`config.mk`:
```
export PLATFORM = sky130hd
export DESIGN_NAME = fifo_slave
export DESIGN_NICKNAME = d
export VERILOG_FILES = /design/src/rtl/fifo_slave.sv
export SDC_FILE = /design/constraint.sdc
export NUM_CORES = 1
export LEC_CHECK = 0
export ABC_AREA = 1
export CAP_MARGIN = 20
export CORE_ASPECT_RATIO = 0.9
export CORE_MARGIN = 2
export CORE_UTILIZATION = 45
export DETAILED_ROUTE_END_ITERATION = 8
export GPL_TIMING_DRIVEN = 0
export PLACE_DENSITY_LB_ADDON = 0.08
export SLEW_MARGIN = 20
export SYNTH_ARGS = -nofsm -noshare
export SYNTH_HDL_FRONTEND = slang
export SYNTH_SLANG_ARGS = --single-unit
```
`constraint.sdc`:
```
create_clock -name clk -period 12.7 [get_ports clk]
set_input_delay 2.54 -clock clk [delete_from_list [all_inputs] [get_ports clk]]
set_output_delay 2.54 -clock clk [all_outputs]
set_load 0.01 [all_outputs]
```
`src/rtl/fifo_slave.sv`:
```
// rtl/fifo_slave.sv - bus-slave FIFO peripheral with flag, count, clear and interrupt registers
//
// Ports:
//   clk        system clock, rising edge
//   reset_n    synchronous active-low reset
//   S_sel      slave select; an access happens only while high
//   S_wr       1 = write, 0 = read
//   S_address  register address (0x00 DATA, 0x01 FLAGS, 0x02 COUNT, 0x03 CLEAR, 0x04 INT_EN)
//   S_din      write data
//   S_dout     registered read data, holds until the next read
//   interrupt  registered level interrupt, int_en & ~empty
module fifo_slave #(
    parameter int DATA_WIDTH = 32,
    parameter int DEPTH      = 8,
    parameter int ADDR_BITS  = 3,
    parameter int ALMOST     = 2
) (
    input  logic                  clk,
    input  logic                  reset_n,
    input  logic                  S_sel,
    input  logic                  S_wr,
    input  logic [7:0]            S_address,
    input  logic [DATA_WIDTH-1:0] S_din,
    output logic [DATA_WIDTH-1:0] S_dout,
    output logic                  interrupt
);

    localparam logic [7:0] ADDR_DATA   = 8'h00;
    localparam logic [7:0] ADDR_FLAGS  = 8'h01;
    localparam logic [7:0] ADDR_COUNT  = 8'h02;
    localparam logic [7:0] ADDR_CLEAR  = 8'h03;
    localparam logic [7:0] ADDR_INT_EN = 8'h04;

    // count needs one extra bit so that DEPTH itself is representable
    localparam logic [ADDR_BITS:0] FULL_LEVEL   = (ADDR_BITS+1)'(DEPTH);
    localparam logic [ADDR_BITS:0] AFULL_LEVEL  = (ADDR_BITS+1)'(DEPTH - ALMOST);
    localparam logic [ADDR_BITS:0] AEMPTY_LEVEL = (ADDR_BITS+1)'(ALMOST);

    logic [DATA_WIDTH-1:0] mem [DEPTH];
    logic [ADDR_BITS-1:0]  wr_ptr;
    logic [ADDR_BITS-1:0]  rd_ptr;
    logic [ADDR_BITS:0]    count;
    logic                  wr_err;
    logic                  rd_err;
    logic                  int_en;

    logic full;
    logic empty;
    logic almost_full;
    logic almost_empty;
    logic [5:0] flags;

    assign full         = (count == FULL_LEVEL);
    assign empty        = (count == '0);
    assign almost_full  = (count >= AFULL_LEVEL);
    assign almost_empty = (count <= AEMPTY_LEVEL);
    assign flags        = {full, empty, almost_full, almost_empty, wr_err, rd_err};

    logic push;
    assign push = S_sel && S_wr && (S_address == ADDR_DATA) && !full;

    // Storage is not reset; CLEAR and reset only move pointers and count.
    always_ff @(posedge clk) begin
        if (reset_n && push) begin
            mem[wr_ptr] <= S_din;
        end
    end

    always_ff @(posedge clk) begin
        if (!reset_n) begin
            wr_ptr    <= '0;
            rd_ptr    <= '0;
            count     <= '0;
            wr_err    <= 1'b0;
            rd_err    <= 1'b0;
            int_en    <= 1'b0;
            S_dout    <= '0;
            interrupt <= 1'b0;
        end else begin
            interrupt <= int_en & ~empty;
            if (S_sel) begin
                if (S_wr) begin
                    case (S_address)
                        ADDR_DATA: begin
                            if (!full) begin
                                wr_ptr <= wr_ptr + 1'b1;
                                count  <= count + 1'b1;
                            end else begin
                                wr_err <= 1'b1;
                            end
                        end
                        ADDR_CLEAR: begin
                            wr_ptr <= '0;
                            rd_ptr <= '0;
                            count  <= '0;
                            wr_err <= 1'b0;
                            rd_err <= 1'b0;
                        end
                        ADDR_INT_EN: int_en <= S_din[0];
                        default: ;
                    endcase
                end else begin
                    case (S_address)
                        ADDR_DATA: begin
                            if (!empty) begin
                                S_dout <= mem[rd_ptr];
                                rd_ptr <= rd_ptr + 1'b1;
                                count  <= count - 1'b1;
                            end else begin
                                S_dout <= '0;
                                rd_err <= 1'b1;
                            end
                        end
                        ADDR_FLAGS:  S_dout <= DATA_WIDTH'(flags);
                        ADDR_COUNT:  S_dout <= DATA_WIDTH'(count);
                        ADDR_INT_EN: S_dout <= DATA_WIDTH'(int_en);
                        default:     S_dout <= '0;
                    endcase
                end
            end
        end
    end

endmodule

```
Word level (Yosys, flattened, before mapping):

Memory sizes are Yosys's and may differ from the RTL's. A register that Yosys moved wholly into a read port is not among the register bits.
Cells that the tools add are included.
Widths: inputs -> output; s select.

* register bits: 46
* bits in writable memories: 256
* output and inout bits: 33
* word-level logic and storage cells: 68
* memories: 1

Memories
* mem: depth 8, bits a word 32, rd ports 1, clocked after Yosys merged registers in 1, write ports 1, line 39 `logic [DATA_WIDTH-1:0] mem [DEPTH];`

* add/sub/neg operators: 4
* $lt $le $gt $ge: 2
* equal/unequal tests: 10
* muxes and demuxes: 23
* bitwise gates (word level): 3
* reductions and logical operators: 17

Operators with widths (number)
* $pmux 32 s4: 1
* $mux 32: 1
* $mux 3: 7
* $eq 8x2->1 const B: 2
* $mux 4: 4
* $reduce_and 4->1: 4
* $eq 8x1->1 const B: 1
* $eq 8x3->1 const B: 1
* $logic_not 8->1: 1
* $pmux 4 s2: 1
* $mux 1: 7
* $add 3x1->3 const B: 2
* $ne 2x2->1 const B: 3
* $pmux 3 s2: 1
* $reduce_bool 2->1: 3
* $reduce_and 5->1: 1
* $add 4x1->4 const B: 1
* $eq 4x4->1 const B: 1
* $ge 4x3->1 const B: 1
* $le 4x2->1 const B: 1
* $logic_and 1x1->1: 4
* $logic_not 4->1: 1
* $sub 4x1->4 const B: 1
* $ne 3x3->1 const B: 1
* 7 further kinds: 8

Depth between registers and ports, before layout:

* depth in word-level cells: 6
* gate-level depth with buffers: 12

Least setup slack after synthesis:

OpenSTA, ideal clock, no wires.

* kind: in2reg
* start: input S_address[5]
* end: memory mem[2][0], enable pin
* library setup time: 0.461 ns
* arrival time: 5.528 ns
* data required time: 12.239 ns
* slack: 6.710 ns
* stages on the path: 6
* buffers on the path: 0
* cells stage by stage: nor2_1 -> nand2_1 -> nor2_2 -> nand4_1 -> or2_1 -> nor3_1

* word-level cells in the longest chain between the ends: 6

RTL lines
* from (decl): line 22 `input logic [7:0] S_address,`
* $logic_not 8->1: line 60 `assign push = S_sel && S_wr && (S_address == ADDR_DATA) && !full;`
* $logic_and 1x1->1 (2 in series): line 60
* $logic_and 1x1->1: line 64 `if (reset_n && push) begin`
* $mux 1: line 64
* $mux 1 (implied by the code): line 65 `mem[wr_ptr] <= S_din;`
* to (decl): line 39

Every way passes these cells.

Worst setup path in the final report:

* start: input S_address[3]
* end: memory mem[7][31], enable pin

The elaborated chain is that of the path after synthesis.

==> results_dict.tcl <==
set metrics [dict create \
    grt_overflow 0 \
    cts.clk_slew.worst_paths_ns 0.06 \
    nNetsFinal 1217 \
    diodes 0 \
    cap_violations 0 \
    drive_gt1_frac 0.105 \
    tritoncts "built" \
    ir_worst_vdd_mv 0.111 \
    hold_violations 0 \
    cts_buffer_depth 3 \
    synth_cells 1022 \
    place_inst 1482 \
    path_class "input pin to register" \
    cts_hold_buffers 0 \
    synth.ff_latch_count 305 \
    cts-root-buf "clkbuf_16" \
    track_usage 0.224 \
    ios 77 \
    route.detailed.drc 0 \
    power.leakage_nw 4.93 \
    period_minus_slack_ns 5.00 \
    fin_total_pwr_mw 2.03 \
    p_clk_frac 0.445 \
    p_per_area_nw_per_um2 139 \
    max_freq_mhz 200 \
    post_cts_buffers 0 \
    wire_per_inst_um 20.3 \
    grt_use_met2 0.347 \
    core_um2 26200 \
    grt_pass1_wl_um 47600 \
    htreeDepth 1 \
    die_h_um 159 \
    drt_pass1_iterations 5 \
    cts_sinks 305 \
    synth_cell_types 30 \
    outcome "finished, final reports clean" \
    grt_max_degree 16 \
    worstMarginPinSlew_ns 0.771 \
    critPathSlowestCell "nor3_2" \
    critPathCaptureType "register" \
    routed_wl_um 31300 \
    initial_utilization 0.461 \
    syn_avg_cell_area_um2 11.8 \
    layoutNonFillerInstCount 1540 \
    grt_use_met1 0.339 \
    row_count 56 \
    p_int_mw 1.62 \
    fin_util 0.558 \
    min_period_over_period 0.394 \
    seq_power_share 0.535 \
    cts_made_buffers 31 \
    worst-path-buf-inv 4 \
    syn_nets 1072 \
    clock_latency_ns 0.57 \
    hp-class "register to register" \
    crit_path_frequent_cell "buf_4" \
    setup_viol_count_final 0 \
    swShare 0.200 \
    r2r_setup_slack_ns 9.72 \
    grtUsageMet3 0.0294 \
    ys_warn_count 0 \
    p_sw_uw 406 \
    cp-start-kind "input pin" \
    die_w_um 177 \
    final_cell_mix "edfxtp_1, nor2_1, o21ai_0" \
    first_global_vias 7867 \
    port_buffers 75 \
    cp.arrival_ns 5.27 \
    place.gp.congestion 0.822 \
    cts_resized 0 \
    slew_viol_final 0 \
    cpPeakStageDelay_ns 0.56 \
    die-area_um2 28200 \
    crit_required_ns 12.98 \
    vias 8309 \
    post-dp-hpwl_um 20900 \
    final_common_cell "edfxtp_1" \
    crit_fanout 8 \
    ant_nets 0 \
    fin_skew_ns 0.0200 \
    rsz0062_at_grt "false" \
    via_per_inst 5.40 \
    crit_chain "clkdlybuf4s50_1, nor2_2, nand2_1, nor2_2, nand4_1, or2_1, nor3_2, buf_4, buf_4, buf_4" \
    grt.busiest_layer "met2" \
    antenna_found_initial 0 \
    tns_ns 0 \
    drtIter0Drc 789 \
    area_delta_synth_final_pct 21.1 \
    synth-seq-area-share 0.717 \
    path_delay_family "simple AND/OR/NAND/NOR gates" \
    pwr-share-comb 0.020 \
    syn-cell-area_um2 12100 \
    relSlewSlack 0.486 \
]
## area by class of cell
cell class                 count  area (µm²)
clock inverter                18         151
sequential                   305        8670
multi-input combinational    626        3050
buffer                        60         280
clock buffer                  40         870
tap                          348         435
fill                        2189       11600
timing repair buffer         112        1050
inverter                      31         119
## logic make-up (layout without fill, tap and decap cells)
| group | count (synthesis) | in the layout | share of synthesized area |
|---|---|---|---|
| AO/OA/AOI/OAI | 250 | 250 | 0.117 |
| AND/OR/NAND/NOR | 366 | 366 | 0.124 |
| adder cells (fa/ha/maj) | 6 | 6 | 0.00621 |
| buffers and inverters | 91 | 261 | 0.0330 |
| XOR/XNOR | 4 | 4 | 0.00290 |
| flip-flops | 305 | 305 | 0.717 |
## synth_stat cells, drive strengths merged
cell type    n  area share
o211ai      62       0.039
and3         1     0.00052
a21oi       42       0.017
or2          2      0.0010
clkbuf      38       0.012
nand3b       1     0.00062
edfxtp     256        0.64
dfxtp       49       0.081
nor3        11      0.0055
o21ai      145       0.060
ha           6      0.0062
and2         1     0.00052
xor2         3      0.0022
nand4        4      0.0021
xnor2        1     0.00073
buf         22       0.011
o2bb2ai      1     0.00073
nand2       73       0.023
nor2       224       0.070
inv         31      0.0098
nand3       49       0.020
## through the flow
stage / setup WS [ns] / hold slack, ns / area (µm²)
2_1_floorplan: 6.71 / 0.430 / 12100
3_3_place_gp: 3.75 / 0.450 / 13300
3_5_place_dp: 7.13 / 0.458 / 13600
4_1_cts: 7.71 / 0.467 / 14600
6_report: 7.70 / 0.465 / 14600
5_1_grt: 7.52 / 0.481 / 14600
## metal layers
| layer | vias up | wire (µm) |
|---|---|---|
| li1 | 3960 | - |
| met5 | - | 0 |
| met4 | 0 | 600 |
| met2 | 286 | 14100 |
| met3 | 52 | 2080 |
| met1 | 4011 | 14500 |
## registers in the layout, summed over array words and instances (netlist names), named ones only
name	cells
count	4
int_en	1
wr_err	1
mem	256
S_dout	32
rd_ptr	3
rd_err	1
wr_ptr	3
interrupt	1
## worst register-to-register path, stage by stage, from the launching register on
cell and delay, ns:
dfxtp_1 0.43, inv_1 0.15, ha_1 0.24, nand3_1 0.16, nand4_1 0.12, or2_1 0.31, nor3_2 0.56, buf_4 0.32
buf_4 0.22, buf_4 0.19
## power groups by stage
stage / combinational [mW] / clock (mW) / sequential (mW)
finish: 0.0415 / 0.903 / 1.08
global route: 0.0454 / 0.957 / 1.08
CTS: 0.0418 / 0.917 / 1.08
detailed placement: 0.0416 / 0 / 1.11
global placement: 0.0410 / 0 / 1.11
floorplan: 0.0101 / 0 / 1.11
## path summary, 6_finish.rpt
path,cells after the start,to,start
worst max-delay path,10,mem[7][31],S_address[3]
worst min-delay path,2,S_dout[7],S_dout[7]
worst max register to register,9,mem[7][31],count[0]
worst min register to register,2,S_dout[7],S_dout[7]
No activity file was read; power rests on OpenSTA's default activity.
==> patch 1, RTL diff (same flow settings) <==
The parameter `DEPTH` goes from 8 to 4.
--- a/src/rtl/fifo_slave.sv
+++ b/src/rtl/fifo_slave.sv
@@ -11,7 +11,7 @@
 //   interrupt  registered level interrupt, int_en & ~empty
 module fifo_slave #(
     parameter int DATA_WIDTH = 32,
-    parameter int DEPTH      = 8,
+    parameter int DEPTH      = 4,
     parameter int ADDR_BITS  = 3,
     parameter int ALMOST     = 2
 ) (
Function: changed (a bounded check fails within 4 cycles, from zero or initial values and one cycle with reset_n low).
==> patch 1 against the unedited design <==
  * Global-route usage decreased by 0.82 points
  * Worst setup slack improved by 0.26 ns
  * Count of clock-buffer cells in the layout shrank 23
  * Power decreased by 41%
  * Sequential power is 44% lower
  * Sequential cell count is 131 lower
  * Wire length down 46%
  * Cell area down 40%
  * Clock power decreased by 41%
  * Synthesized area fell by 42%
  * Largest power group unchanged
  * Highest routed layer unchanged
==> patch 1: results (changes against the unedited design) <==
Pwr
  – Leak pwr: 0.00299 uW (-39%)
  – Peak VDD IR: 0.101 mV (-9.4%)

Clock tree
  – Worst-path clk slew: 0.06 ns (about the same)
  – CTS resizes: 0 (unchanged)
  – H-tree depth: 4 (+3)
  – Total clock buffers created by CTS: 17 (-45%)
  – Clock Latency Late Sink: 0.43 ns (-0.14 ns)
  – Longest Clk Path Bufs: 2 (-1)

Route
  – Starting DRT DRC Count: 476 (-40%)
  – Routed len/inst: 17.8 um (-12%)
  – Via density per instance: 5.27 (-2.4%)
  – Post-Route WL: 16800 um (-46%)

Setup path
  – Critical path peak fanout: 19 (+11)
  – Worst EP arrival: 4.88 ns (-0.39 ns)
  – Critical path's slowest cell: nor2_4
  – CP max stage delay: 0.70 ns (+0.14 ns)

Finish
  – N_diodes: 0 (unchanged)
  – Biggest registers after layout: mem: 128 flops, S_dout: 32 flops, count: 4 flops
  – Final nets: 777 (-36%)
  – Share of layout cells above drive strength 1: 12.2% (+1.7 points)

Min path
  – Hold Crit Class: reg -> reg

Global route
  – First-pass GRT wire length: 26500 um (-44%)
  – Number of global-route vias before repair: 4948 (-37%)
  – GRT Total Usage: 21.6% (-0.82 points)
  – Largest net degree at the start of global routing: 20 (+4)
  – Antenna violations before repair: 0 (unchanged)

Placement
  – Port Buffers: 75 (unchanged)
  – Detail Placement HPWL: 10900 um (-48%)
  – DP Worst Slack: 7.46 ns (+0.331 ns)
  – Placement-stage cell area: 8200 um2 (-40%)
  – Inst Count DP: 908 (-39%)
  – GP Congestion: 0.835 (+1.6%)

Logic synthesis
  – Syn Area/Cell: 11.3 um2 (-4.8%)
  – Async set-or-reset flop fraction in the synthesized netlist: 0% (unchanged)
  – Main area contributors after synthesis: edfxtp_1 (54%), dfxtp_1 (13%), o21ai_0 (5.0%)
  – Post-Syn Nets: 679 (-37%)
  – Post-synthesis sequential area ratio: 67.5% (-4.2 points)
  – Synth cell types: 35 (+17%)
  – Syn. warnings: 0 (unchanged)
  – Post-synth EDFFs: 128 (-50%)
  – Synth cell count leaders: edfxtp_1 (128), nor2_1 (84), nand2_1 (81), o21ai_0 (71), dfxtp_1 (46)

STA
  – Slew HR: 50.2% (+1.6 points)
  – Fin Clk Skew: 0.00888 ns (-0.0111 ns)

Outcome
  – Status: complete, no violations
-- patch 1: cell types whose count changed after synthesis, sizes merged, moves of 13 or more --
| cell | before | now |
|---|---|---|
| o211ai | 62 | 1 |
| edfxtp | 256 | 128 |
| nor2 | 224 | 93 |
| o21ai | 145 | 71 |
| nand2 | 73 | 86 |
| clkbuf | 38 | 19 |
| o22ai | 0 | 27 |
-- patch 1: cell families after synthesis --
logic type / count (synthesis) / synth area share (%)
and+or+nand+nor: 238 / 15.3
adders and majority gates: 8 / 1.42
xor gates and xnor gates: 3 / 0.373
DFF: 174 / 67.5
AOI/OAI and AO/OA: 143 / 11.3
buffers and inverters: 61 / 4.01
-- patch 1: path summary, 6_finish.rpt --
path	end	slack (ns)	start	cells past startpoint
hold / removal	S_dout[12]	0.46	S_dout[12]	2
setup reg to reg	mem[1][23]	10.08	count[1]	6
hold reg to reg	S_dout[12]	0.46	S_dout[12]	2
setup / recovery	mem[1][23]	7.96	S_wr	7
-- patch 1: final cells by class --
type | instances | area (um2)
Buffer | 35 | 183
Clock inverter | 15 | 184
Timing Repair Buffer | 79 | 861
Tap cell | 202 | 253
Clock buffer | 17 | 425
Sequential cell | 174 | 4760
Multi-Input combinational cell | 392 | 2040
Inverter | 26 | 100
Fill cell | 1335 | 6580
-- patch 1: layer usage --
metal,vias up,global-route usage (%),share of wire (%)
li1,2411,-,-
met1,2376,29.4,46
met2,148,34.7,48
met3,15,5.49,5.4
met4,0,5.86,1.0
met5,-,0,0
-- patch 1: worst max-delay path, delay by kind of cell --
kind / cells / cell delay [ns]
AND/OR/NAND/NOR: 3 / 1.21
buffers and inverters: 4 / 1.10
-- patch 1: report_power, final --
group / switching (uW) / internal [uW]
sequential: 0.576 / 609
clock: 223 / 312
combinational: 25.8 / 18.1
total: 249 / 940
==> patch 2, RTL diff (config.mk and constraints unchanged) <==
Without the edit above. The output `interrupt` loses its register stage (`interrupt` becomes a continuous assignment). Comments in the files are not updated.
--- a/src/rtl/fifo_slave.sv
+++ b/src/rtl/fifo_slave.sv
@@ -75,9 +75,7 @@
             rd_err    <= 1'b0;
             int_en    <= 1'b0;
             S_dout    <= '0;
-            interrupt <= 1'b0;
         end else begin
-            interrupt <= int_en & ~empty;
             if (S_sel) begin
                 if (S_wr) begin
                     case (S_address)
@@ -121,5 +119,7 @@
         end
     end
 
+    assign interrupt = int_en & ~empty;
+
 endmodule
 
Formal check against the unedited RTL: not equivalent (Yosys sat finds a counterexample within 4 cycles, from zero or initial values and one cycle with reset_n low).
==> patch 2 against the unedited design <==
  * Sequential share of layout area decreased by 0.46 points
  * Sequential cell count decreased by 1
  * Cell area increased by 0.56%
  * Worst setup slack improved by 0.30 ns
  * Die area increased by 0.91%
  * Non-clock buffer count decreased by 28
  * Worst hold slack got worse by 0.0059 ns
  * Critical path depth decreased by 4
  * First-iteration DRC count decreased by 18%
  * Power decreased by 0.56%
  * Maximum frequency increased by 6.5%
  * Wire length decreased by 0.49%
  * Synthesized area increased by 0.93%
==> patch 2: results (changes against the unedited design) <==
Outcome
  – Status: complete, no violations

STA
  – Fin Clk Skew: 0.0107 ns (-0.00926 ns)
  – Slew HR: 46.7% (-1.9 points)

Finish
  – Number of fill cells: 2298 (+5.0%)
  – Final nets: 1200 (-1.4%)
  – Share of layout cells above drive strength 1: 9.45% (-1.0 points)

Logic synthesis
  – Synth cell types: 33 (+10%)
  – Synth Area in Adders: 0.616% (-0.0057 points)
  – Async set-or-reset flop fraction in the synthesized netlist: 0% (unchanged)
  – XOR/XNOR Fraction of Synth Area: 0.431% (+0.14 points)
  – Main area contributors after synthesis: edfxtp_1 (63%), dfxtp_1 (7.9%), nor2_1 (6.9%)
  – Compound-cell area share of the yosys netlist: 11.5% (-0.19 points)
  – Synth cell count leaders: edfxtp_1 (256), nor2_1 (224), o21ai_0 (136), nand2_1 (79), o211ai_1 (61)
  – Post-Syn Nets: 1081 (+0.84%)
  – Post-synthesis sequential area ratio: 70.9% (-0.83 points)

Route
  – Routed len/inst: 20.3 um (+0.22%)
  – Via density per instance: 5.35 (-0.90%)

Setup path
  – CP max stage delay: 0.54 ns (-0.02 ns)
  – Worst EP arrival: 2.16 ns (-3.11 ns)
  – Critical path peak fanout: 6 (-2)

Global route
  – GRT Total Usage: 21.9% (-0.55 points)
  – Largest net degree at the start of global routing: 20 (+4)
  – Number of global-route vias before repair: 7730 (-1.7%)

Placement
  – GP Congestion: 0.810 (-1.5%)
  – Detail Placement HPWL: 19700 um (-5.6%)
  – Port Buffers: 76 (+1.3%)

Pwr
  – Sequential power share: 53.6% (about the same)
  – Peak VDD IR: 0.105 mV (-5.7%)
  – Clock Power Share: 44.2% (-0.3 points)
[patch 2: changes by cell type in the layout (fill, tap and decap cells not counted), sizes merged, moves of 2 or more]
cell,delta
a21oi,-2
xnor2,+2
clkinvlp,-3
o21ai,-4
buf,-21
a31oi,+3
clkinv,-5
nor3,-6
nor2,+8
nand2,+11
[patch 2: critical path: cells and delay by family, from the launching register on]
| kind | cells | cell delay, ns |
|---|---|---|
| and+or+nand+nor | 2 | 0.20 |
| adders and majority gates | 1 | 0.24 |
| DFF | 1 | 0.40 |
| buffers and inverters | 3 | 0.74 |
[patch 2: final cells by class]
class	instances	area, um2	area share (%)
Sequential cell	304	8650	58.8
Clock inverter	9	97.6	0.664
Inverter	33	124	0.842
Clock buffer	49	903	6.14
Multi-Input combinational cell	636	3180	21.6
Buffer	58	304	2.07
Tap cell	354	443	3.01
Timing Repair Buffer	86	1010	6.86
[patch 2: final timing paths]
kind                end     start  slack [ns]
max           interrupt  count[0]        8.00
min              wr_err    wr_err        0.46
min reg2reg      wr_err    wr_err        0.46
max reg2reg  mem[7][24]  count[0]       10.04
[patch 2: through the flow]
| step | total power, uW | instances | hold slack, ns | worst slack [ns] | util [%] |
|---|---|---|---|---|---|
| floorplan | 1110 | 1031 | 0.430 | 7.58 | - |
| global placement | 1150 | 1461 | 0.449 | 5.38 | 50.0 |
| detailed placement | 1150 | 1471 | 0.449 | 7.54 | 51.1 |
| CTS | 2030 | 1529 | 0.459 | 7.99 | 54.8 |
| global route | 2070 | 1529 | 0.476 | 7.88 | 54.8 |
| finish | 2020 | 1529 | 0.459 | 8.00 | 54.8 |
[patch 2: metal layers]
metal	GRT usage [%]	wire, um
met3	2.57	1550
met4	4.96	562
met5	0	0
met2	35.9	14600
met1	31.3	14400
